`src/rtl/chs_ramp_controller.sv`:
```
// -----------------------------------------------------------------------------
// chs_ramp_controller
//
// Sequential controller for the cooling/heating system (CHS) actuator. It
// captures the power/mode request from the temperature-to-power mapper and
// drives the actuator:
//   - power is slew-limited to one step per tick (a tick is every STEP_DIV
//     clock cycles);
//   - a mode reversal first drains power to zero, then holds zero power for
//     DEAD_CYCLES cycles, and only then switches the mode.
//
// Optional feature: define CHS_OVERTEMP_EN to add the over-temperature fault.
// At temp >= OT_LIMIT, power drops to zero and the controller parks in FAULT.
// It leaves FAULT through the dead time on fault_clr while temp < OT_LIMIT.
// Without the macro, ot_fault is tied low and temp/fault_clr are ignored.
//
// Parameters:
//   STEP_DIV     clock cycles per power step (>= 1)
//   DEAD_CYCLES  cycles at zero power before a mode switch (>= 1)
//   OT_LIMIT     over-temperature threshold (only used with CHS_OVERTEMP_EN)
//
// Ports:
//   clk        in   system clock, rising edge
//   rst        in   synchronous active-high reset
//   req_valid  in   capture req_power/req_mode on this edge
//   req_power  in   requested power 0..31
//   req_mode   in   requested mode (mapper chs_mode encoding)
//   temp       in   current temperature code
//   fault_clr  in   clear the over-temperature fault
//   chs_power  out  applied actuator power (registered)
//   chs_mode   out  applied actuator mode (registered)
//   busy       out  high whenever the controller is not in HOLD
//   ot_fault   out  over-temperature fault latched
// -----------------------------------------------------------------------------
module chs_ramp_controller #(
   parameter int unsigned STEP_DIV    = 4,
   parameter int unsigned DEAD_CYCLES = 8,
   parameter logic [7:0]  OT_LIMIT    = 8'd250
) (
   input  logic       clk,
   input  logic       rst,
   input  logic       req_valid,
   input  logic [4:0] req_power,
   input  logic       req_mode,
   input  logic [7:0] temp,
   input  logic       fault_clr,
   output logic [4:0] chs_power,
   output logic       chs_mode,
   output logic       busy,
   output logic       ot_fault
);

   localparam int unsigned SW = (STEP_DIV    > 1) ? $clog2(STEP_DIV)    : 1;
   localparam int unsigned DW = (DEAD_CYCLES > 1) ? $clog2(DEAD_CYCLES) : 1;
   localparam logic [SW-1:0] STEP_LAST = SW'(STEP_DIV - 1);
   localparam logic [DW-1:0] DEAD_LAST = DW'(DEAD_CYCLES - 1);

   typedef enum logic [2:0] {
      ST_HOLD  = 3'd0,
      ST_RAMP  = 3'd1,
      ST_DRAIN = 3'd2,
      ST_DEAD  = 3'd3
`ifdef CHS_OVERTEMP_EN
      ,
      ST_FAULT = 3'd4
`endif
   } state_t;

   state_t        state;
   state_t        state_nxt;
   logic [4:0]    tgt_power;
   logic          tgt_mode;
   logic [SW-1:0] step_cnt;
   logic [SW-1:0] step_nxt;
   logic [DW-1:0] dead_cnt;
   logic [DW-1:0] dead_nxt;
   logic [4:0]    power_nxt;
   logic          mode_nxt;
   logic          tick;

`ifdef CHS_OVERTEMP_EN
   logic over_temp;
   assign over_temp = (temp >= OT_LIMIT);
`else
   // The fault inputs have no function in this build.
   logic unused_ot_inputs;
   assign unused_ot_inputs = ^{temp, fault_clr, OT_LIMIT};
   assign ot_fault = 1'b0;
`endif

   // --------------------------------------------------------------------------
   // State register and datapath registers
   // --------------------------------------------------------------------------
   // NOTE: all state is written with <= so every register samples the
   // pre-edge values that the next-state logic computed from.
   always_ff @(posedge clk) begin
      if (rst) begin
         state     <= ST_HOLD;
         tgt_power <= '0;
         tgt_mode  <= 1'b0;
         chs_power <= '0;
         chs_mode  <= 1'b0;
         step_cnt  <= '0;
         dead_cnt  <= '0;
      end else begin
         state     <= state_nxt;
         chs_power <= power_nxt;
         chs_mode  <= mode_nxt;
         step_cnt  <= step_nxt;
         dead_cnt  <= dead_nxt;
         // The target always loads. A step on this same edge has already
         // been computed from the old target.
         if (req_valid) begin
            tgt_power <= req_power;
            tgt_mode  <= req_mode;
         end
      end
   end

`ifdef CHS_OVERTEMP_EN
   always_ff @(posedge clk) begin
      if (rst) begin
         ot_fault <= 1'b0;
      end else if (over_temp) begin
         ot_fault <= 1'b1;
      end else if (state == ST_FAULT && state_nxt == ST_DEAD) begin
         ot_fault <= 1'b0;
      end
   end
`endif

   // --------------------------------------------------------------------------
   // Next-state and datapath logic
   // --------------------------------------------------------------------------
   always_comb begin
      // NOTE: every variable gets a default before the case statement, so no
      // path through the block can leave a latch behind.
      state_nxt = state;
      power_nxt = chs_power;
      mode_nxt  = chs_mode;
      step_nxt  = '0;
      dead_nxt  = '0;
      tick      = (step_cnt == STEP_LAST);

      case (state)
         ST_HOLD: begin
            if (tgt_mode != chs_mode) begin
               state_nxt = (chs_power != 5'd0) ? ST_DRAIN : ST_DEAD;
            end else if (chs_power != tgt_power) begin
               state_nxt = ST_RAMP;
            end
         end

         ST_RAMP: begin
            step_nxt = tick ? '0 : step_cnt + SW'(1);
            if (tgt_mode != chs_mode) begin
               // A mode reversal aborts the ramp without waiting for a tick.
               state_nxt = (chs_power != 5'd0) ? ST_DRAIN : ST_DEAD;
            end else if (chs_power == tgt_power) begin
               // A retarget landed exactly on the current power.
               state_nxt = ST_HOLD;
            end else if (tick) begin
               // Direction follows whatever the target is on this tick.
               power_nxt = (chs_power < tgt_power) ? chs_power + 5'd1
                                                   : chs_power - 5'd1;
               if (power_nxt == tgt_power) begin
                  state_nxt = ST_HOLD;
               end
            end
         end

         ST_DRAIN: begin
            step_nxt = tick ? '0 : step_cnt + SW'(1);
            if (chs_power == 5'd0) begin
               state_nxt = ST_DEAD;
            end else if (tick) begin
               power_nxt = chs_power - 5'd1;
               if (chs_power == 5'd1) begin
                  state_nxt = ST_DEAD;
               end
            end
         end

         ST_DEAD: begin
            // The dead time always runs to completion. The mode is picked up
            // from the target only on its last cycle.
            if (dead_cnt == DEAD_LAST) begin
               mode_nxt  = tgt_mode;
               state_nxt = (tgt_power != 5'd0) ? ST_RAMP : ST_HOLD;
            end else begin
               dead_nxt = dead_cnt + DW'(1);
            end
         end

`ifdef CHS_OVERTEMP_EN
         ST_FAULT: begin
            power_nxt = '0;
            if (fault_clr && !over_temp) begin
               state_nxt = ST_DEAD;
            end
         end
`endif

         default: begin
            state_nxt = ST_HOLD;
         end
      endcase

`ifdef CHS_OVERTEMP_EN
      // Over-temperature overrides every state.
      if (over_temp) begin
         state_nxt = ST_FAULT;
         power_nxt = '0;
      end
`endif

      // Both counters restart on every state change.
      if (state_nxt != state) begin
         step_nxt = '0;
         dead_nxt = '0;
      end
   end

   // --------------------------------------------------------------------------
   // Output logic
   // --------------------------------------------------------------------------
   always_comb begin
      busy = (state != ST_HOLD);
   end

endmodule

```
`config.mk`:
```
export PLATFORM = sky130hd
export DESIGN_NAME = chs_ramp_controller
export DESIGN_NICKNAME = d
export VERILOG_FILES = /design/src/rtl/chs_ramp_controller.sv
export SDC_FILE = /design/constraint.sdc
export NUM_CORES = 1
export LEC_CHECK = 0
export ABC_AREA = 1
export CAP_MARGIN = 0
export CORE_MARGIN = 5
export CORE_UTILIZATION = 42
export DETAILED_ROUTE_END_ITERATION = 7
export GPL_ROUTABILITY_DRIVEN = 1
export PLACE_DENSITY = 0.63
export SLEW_MARGIN = 40
export SYNTH_ARGS = -nofsm -noshare
export SYNTH_HDL_FRONTEND = slang
export SYNTH_SLANG_ARGS = --single-unit
```
`constraint.sdc`:
```
create_clock -name clk -period 6.4 [get_ports clk]
set_clock_uncertainty 0.2 [all_clocks]
set_input_delay 1.6 -clock clk [delete_from_list [all_inputs] [get_ports clk]]
set_output_delay 1.6 -clock clk [all_outputs]
set_load 0.05 [all_outputs]
```
==> impl_metrics.csv, run 1 <==
group,metric,value,unit
logic_synthesis,synth_top_family_by_area,"simple AND/OR/NAND/NOR gates",
finish,final-instance-count-excl-fill,263,
logic_synthesis,syn_avg_cell_area,6.86,um2
min_path,min_path_type,"reg2reg",
drt,wirelength,3.01,mm
worst_setup_path,crit_chain,"clkdlybuf4s50_1",
finish,syn_to_final_growth,16.1,%
worst_setup_path,worstPathMaxFanout,11,
sta,slew_viol_final,0,
logic_synthesis,synth.distinct_cells,30,
place,dpl_cell_area,1570,um2
place,place.port_buffers,15,
drt,first_pass_iters,4,
drt,ant_nets,0,
finish,drive_gt1_frac,0.0822,
logic_synthesis,synthXorXnorAreaFrac,0.0190,
die,fp-row-count,20,
cts,postCtsSetupBuffers,0,
logic_synthesis,netlist.area_leader.share,0.289,
drt,wl_per_cell,11.4,um
finish,diodes,0,
logic_synthesis,synth_compound_area_frac,0.130,
logic_synthesis,ys_ff_latch,20,
place,dp.cells,259,
global_routing,grt_pass1_wl,5.59,mm
worst_setup_path,cp.arrival,1.81,ns
worst_setup_path,slowest_delay,0.89,ns
die,num_io_pins,26,
drt,vias_per_cell,5.06,
logic_synthesis,async_flop_share,0,
pwr,report.power.total,0.000259,W
die,coreArea,3100,um2
worst_setup_path,crit_family,"buffers and inverters",
logic_synthesis,yosysWarnings,0,
cts,clock_sinks,20,
place,place.gp.congestion,0.877,
cts,cts_tree,"yes",
cts,clkLatencyLatePin,0.31,ns
global_routing,grt.met2_usage,0.263,
logic_synthesis,ys_seq_area_frac,0.289,
pwr,vdd_drop_max,0.0000944,V
place,pre_cts_ws,3.11,ns
cts,numCtsBuffers,3,
global_routing,grt_max_degree,13,
global_routing,antenna_found_initial,0,
logic_synthesis,yosys-top-cells-area,"dfxtp_1 (29%), nand2_1 (11%), ha_1 (11%), inv_1 (7.0%), nor2_1 (5.7%)",
worst_setup_path,start_kind,"flop",
drt,drtIter0Drc,75,
cts,clock_path_buffers,2,
worst_setup_path,worstSetupPathType,"reg2out",
finish,fillers,330,
global_routing,use_met1,0.211,
sta,layout_min_cycle_time,3.61,ns
logic_synthesis,synth_mux_area_frac,0,
sta,final-hold-violation-count,0,
global_routing,use_met3,0.0283,
finish,ff_latch_area,400,um2
run,cap_violations,0,
status,status,"completed",
worst_setup_path,critPathRequiredTime,4.60,ns
sta,final.setup.tns,0,ns
sta,clock.fmax,0.277,GHz
cts,clk_pin_slew,0.11,ns
cts,htree_levels,1,
sta,period_share,0.564,
pwr,powerDensity,161,nW/um2
pwr,cellLeakagePower,0.725,nW
global_routing,track_usage,0.159,
drt,remaining_drc_errors,0,
sta,rsz0062_at_grt,"no",
cts,cts_resized,0,
die,start_util,0.446,
finish,multi_input_area,850,um2
die,fp.dieW,67.4,um
logic_synthesis,synth_edf_count,0,
global_routing,grt.overflow.total,0,
cts,postCtsHoldBufs,0,
logic_synthesis,syn-cell-area,1390,um2
die,dieArea,4550,um2
sta,setup_ws,2.79,ns
logic_synthesis,netlist_instances,202,
cts,root_buffer,"clkbuf_4",
global_routing,grt_pass1_vias,1268,
die,die_h,67.4,um
logic_synthesis,synth_most_common_cell,"nand2_1",
logic_synthesis,synth-simple-area-share,0.350,
logic_synthesis,synth_adder_area_share,0.108,
worst_setup_path,cp_slowest_cell,"clkdlybuf4s50_1",
worst_setup_path,crit_buf_inv,1,
place,dp_hpwl,2.43,mm
drt,dr_total_vias,1332,
logic_synthesis,yosysTopAreaCell,"dfxtp_1",
worst_setup_path,cp-end-kind,"output pin",
logic_synthesis,synthFlopType,"dfxtp_1",
finish,fin_area,1610,um2
finish,nets,250,
global_routing,busiest_layer,"met2",
logic_synthesis,synth_common_cells,"nand2_1 (41), inv_1 (26), nor2_1 (21)",
sta,final-setup-viol-count,0,
-- kinds of logic (layout without fill, tap and decap cells) --
family          count (synthesis)  count (layout)
simple gates                  101             101
buf+inv                        34              50
compound gates                 31              31
flops                          20              20
fa+ha+maj                      12              12
xor+xnor                        3               3
other cells                     1               2
-- path summary, 6_finish.rpt --
check / start / endpoint / slack [ns] / depth (start not counted)
max: chs_power[2] / chs_power[2] / 2.79 / 1
min reg2reg: step_cnt[0] / step_cnt[0] / 0.23 / 1
min: step_cnt[0] / step_cnt[0] / 0.23 / 1
max reg2reg: chs_power[2] / step_cnt[1] / 3.81 / 17
-- cell type report --
| cell class | count | area share |
|---|---|---|
| repair buffers | 15 | 0.0934 |
| multi-input cells | 149 | 0.528 |
| inverters | 31 | 0.0724 |
| clock buffers | 4 | 0.0226 |
| flip-flops and latches | 20 | 0.249 |
| well taps | 44 | 0.0342 |
-- stage by stage --
stage / util / hold WS (ns)
after global placement: 0.506 / 0.208
final: 0.518 / 0.230
after global routing: 0.518 / 0.260
after CTS: 0.518 / 0.236
after floorplan: - / 0.198
after detailed placement: 0.506 / 0.219
-- state kept, by name, indices dropped and copies added (netlist names) --
name       flops
tgt_mode       1
dead_cnt       3
chs_mode       1
step_cnt       2
tgt_power      5
chs_power      5
state          3
-- metal layers --
metal | part of all wire | vias to the layer above
li1 | - | 704
met1 | 0.47 | 588
met2 | 0.46 | 33
met3 | 0.056 | 7
met4 | 0.015 | 0
met5 | 0 | -
-- cells in the final DEF, fill, tap and decap left out, types with 2 or more instances in the layout --
master,instances
nor2_2,2
nor3_1,4
inv_2,4
nor4_1,2
nand3_1,15
inv_1,26
xnor2_1,2
clkbuf_4,3
nand4_1,7
conb_1,2
a211oi_1,2
o221ai_1,2
clkdlybuf4s50_1,15
nand2_1,41
o221a_1,2
dfxtp_1,20
nor2_1,21
o21ai_0,9
nand2_2,4
o21ai_1,4
ha_1,12
a21oi_1,12
-- worst register-to-register path, delay by kind of cell (launching register included) --
family	cells	cell delay (ns)
AND/OR/NAND/NOR	16	1.40
flip-flops	1	0.62
adder cells (fa/ha/maj)	1	0.33
-- power breakdown --
part	internal (W)	switching (W)	leakage (nW)	total, W
logic	0.0000191	0.0000319	0.540	0.0000510
registers	0.000129	0.00000462	0.163	0.000133
clock network	0.0000347	0.0000401	0.0210	0.0000748
total	0.000182	0.0000767	0.725	0.000259
Power figures use the tool's default switching activity.
==> run 2: changes to the inputs <==
--- a/config.mk
+++ b/config.mk
@@ -11,7 +11,7 @@
 export CORE_UTILIZATION = 42
 export DETAILED_ROUTE_END_ITERATION = 7
 export GPL_ROUTABILITY_DRIVEN = 1
-export PLACE_DENSITY = 0.63
+export PLACE_DENSITY = 0.65
 export SLEW_MARGIN = 40
 export SYNTH_ARGS = -nofsm -noshare
 export SYNTH_HDL_FRONTEND = slang
==> constraint.sdc (replaced) <==
create_clock -name clk -period 3.3 [get_ports clk]
set_clock_uncertainty 0.2 [all_clocks]
set_input_delay 0.825 -clock clk [delete_from_list [all_inputs] [get_ports clk]]
set_output_delay 0.825 -clock clk [all_outputs]
set_load 0.05 [all_outputs]
==> impl_metrics.csv, run 2 (synthesis results as in run 1) <==
group,metric,value,unit
worst_setup_path,worstPathMaxFanout,6,
cts,cts_tree,"yes",
cts,postCtsSetupBuffers,0,
die,num_io_pins,26,
die,die_h,67.4,um
global_routing,grt_pass1_wl,5.53,mm
cts,numCtsBuffers,3,
die,fp-row-count,20,
die,fp.dieW,67.4,um
drt,ant_nets,0,
drt,wl_per_cell,12.0,um
worst_setup_path,reg2reg_depth,17,
run,cap_violations,0,
drt,vias_per_cell,5.10,
worst_setup_path,critPathLaunch,"state[2]",
pwr,vdd_drop_max,0.000197,V
place,place.gp.congestion,0.896,
global_routing,antenna_found_initial,0,
min_path,hp-start,"step_cnt[0]",
die,start_util,0.446,
die,coreArea,3100,um2
min_path,min_path_type,"reg2reg",
global_routing,track_usage,0.159,
sta,final.setup.tns,0,ns
worst_setup_path,rr_endpoint,"step_cnt[0]",
sta,setup_ws,0.434,ns
worst_setup_path,start_kind,"flop",
drt,dr_total_vias,1347,
cts,cts_resized,0,
sta,clock.fmax,0.349,GHz
pwr,cellLeakagePower,0.737,nW
global_routing,grt.overflow.total,0,
worst_setup_path,worstSetupPathType,"reg2out",
drt,remaining_drc_errors,0,
cts,clk_pin_slew,0.13,ns
cts,root_buffer,"clkbuf_4",
sta,rsz0062_at_grt,"no",
place,pre_cts_ws,0.775,ns
sta,final-hold-violation-count,0,
cts,clock_sinks,20,
place,dp.cells,260,
worst_setup_path,cp.arrival,1.84,ns
worst_setup_path,endpoint,"busy",
place,dp_hpwl,2.46,mm
sta,slew_viol_final,0,
finish,diodes,0,
drt,drtIter0Drc,73,
global_routing,grt_pass1_vias,1210,
cts,htree_levels,1,
finish,nets,251,
die,dieArea,4550,um2
sta,relSlewSlack,0.667,
drt,first_pass_iters,4,
pwr,powerDensity,350,nW/um2
worst_setup_path,cp-end-kind,"output pin",
worst_setup_path,critPathRequiredTime,2.27,ns
global_routing,grt_max_degree,13,
place,place.port_buffers,15,
worst_setup_path,crit_chain,"nor3_1, inv_1, clkdlybuf4s50_1",
sta,tightestPinTransition,0.498,ns
finish,syn_to_final_growth,17.8,%
cts,clock_path_buffers,2,
cts,clkLatencyLatePin,0.33,ns
worst_setup_path,worstReg2RegStart,"chs_power[3]",
worst_setup_path,ff2ff_setup_slack,0.70,ns
sta,final-setup-viol-count,0,
finish,mostFrequentLayoutCell,"nand2_1",
sta,period_share,0.869,
finish,drive_gt1_frac,0.0864,
finish,largestRegisters,"chs_power: 5 flops, tgt_power: 5 flops",
status,status,"completed",
cts,postCtsHoldBufs,0,
finish,final-instance-count-excl-fill,264,
worst_setup_path,slowest_delay,0.81,ns
finish,final_cell_mix,"nand2_1 (41), inv_1 (26), nor2_1 (21)",
sta,holdWs,0.234,ns
sta,layout_min_cycle_time,2.87,ns
drt,wirelength,3.16,mm
worst_setup_path,cp_slowest_cell,"clkdlybuf4s50_1",
==> run 2: changes by cell type in the layout (fill, tap and decap cells not counted), sizes merged <==
cell / change
clkbuf: -1
buf: +1
bufinv: +1
==> run 2: layout make-up <==
type                       count  area [um2]
sequential                    20         400
clock buffer                   3        22.5
clock inverter                 1        30.0
multi-input combinational    149         850
timing repair buffer          16         158
inverter                      31         116
tap                           44        55.1
fill                         336        1470
==> run 2: report_power, final <==
part           switching [W]  internal [W]  total (W)
logic              0.0000636     0.0000370   0.000101
clock network      0.0000882      0.000123   0.000211
registers         0.00000965      0.000250   0.000259
total               0.000161      0.000410   0.000571
==> run 2: through the flow <==
step	util	cell area, um2	power (W)
2_1_floorplan	-	1390	0.000336
3_3_place_gp	0.509	1580	0.000361
3_5_place_dp	0.509	1580	0.000364
4_1_cts	0.526	1630	0.000572
5_1_grt	0.526	1630	0.000601
6_report	0.526	1630	0.000571
==> run 2: worst min-delay path by stage <==
stage,end,slack [ns],cells past startpoint
floorplan,step_cnt[0],0.20,1
global placement,dead_cnt[0],0.21,1
detailed placement,step_cnt[0],0.22,1
CTS,step_cnt[0],0.24,1
global route,step_cnt[0],0.25,1
finish,step_cnt[0],0.23,1
==> run 2: worst max-delay path, delay by kind of cell, from the launching register on <==
kind	cells	cell delay, ns
simple gates	1	0.11
flops	1	0.50
buf+inv	2	0.91
==> run 2: metal layers <==
layer  share of wire  wire length (um)  GRT usage  up-vias
met5               0                 0          0        -
met4           0.021                67     0.0582        0
met3           0.045               142     0.0266        9
met2            0.46              1450      0.255       36
met1            0.48              1500      0.213      599
li1                -                 -          -      703
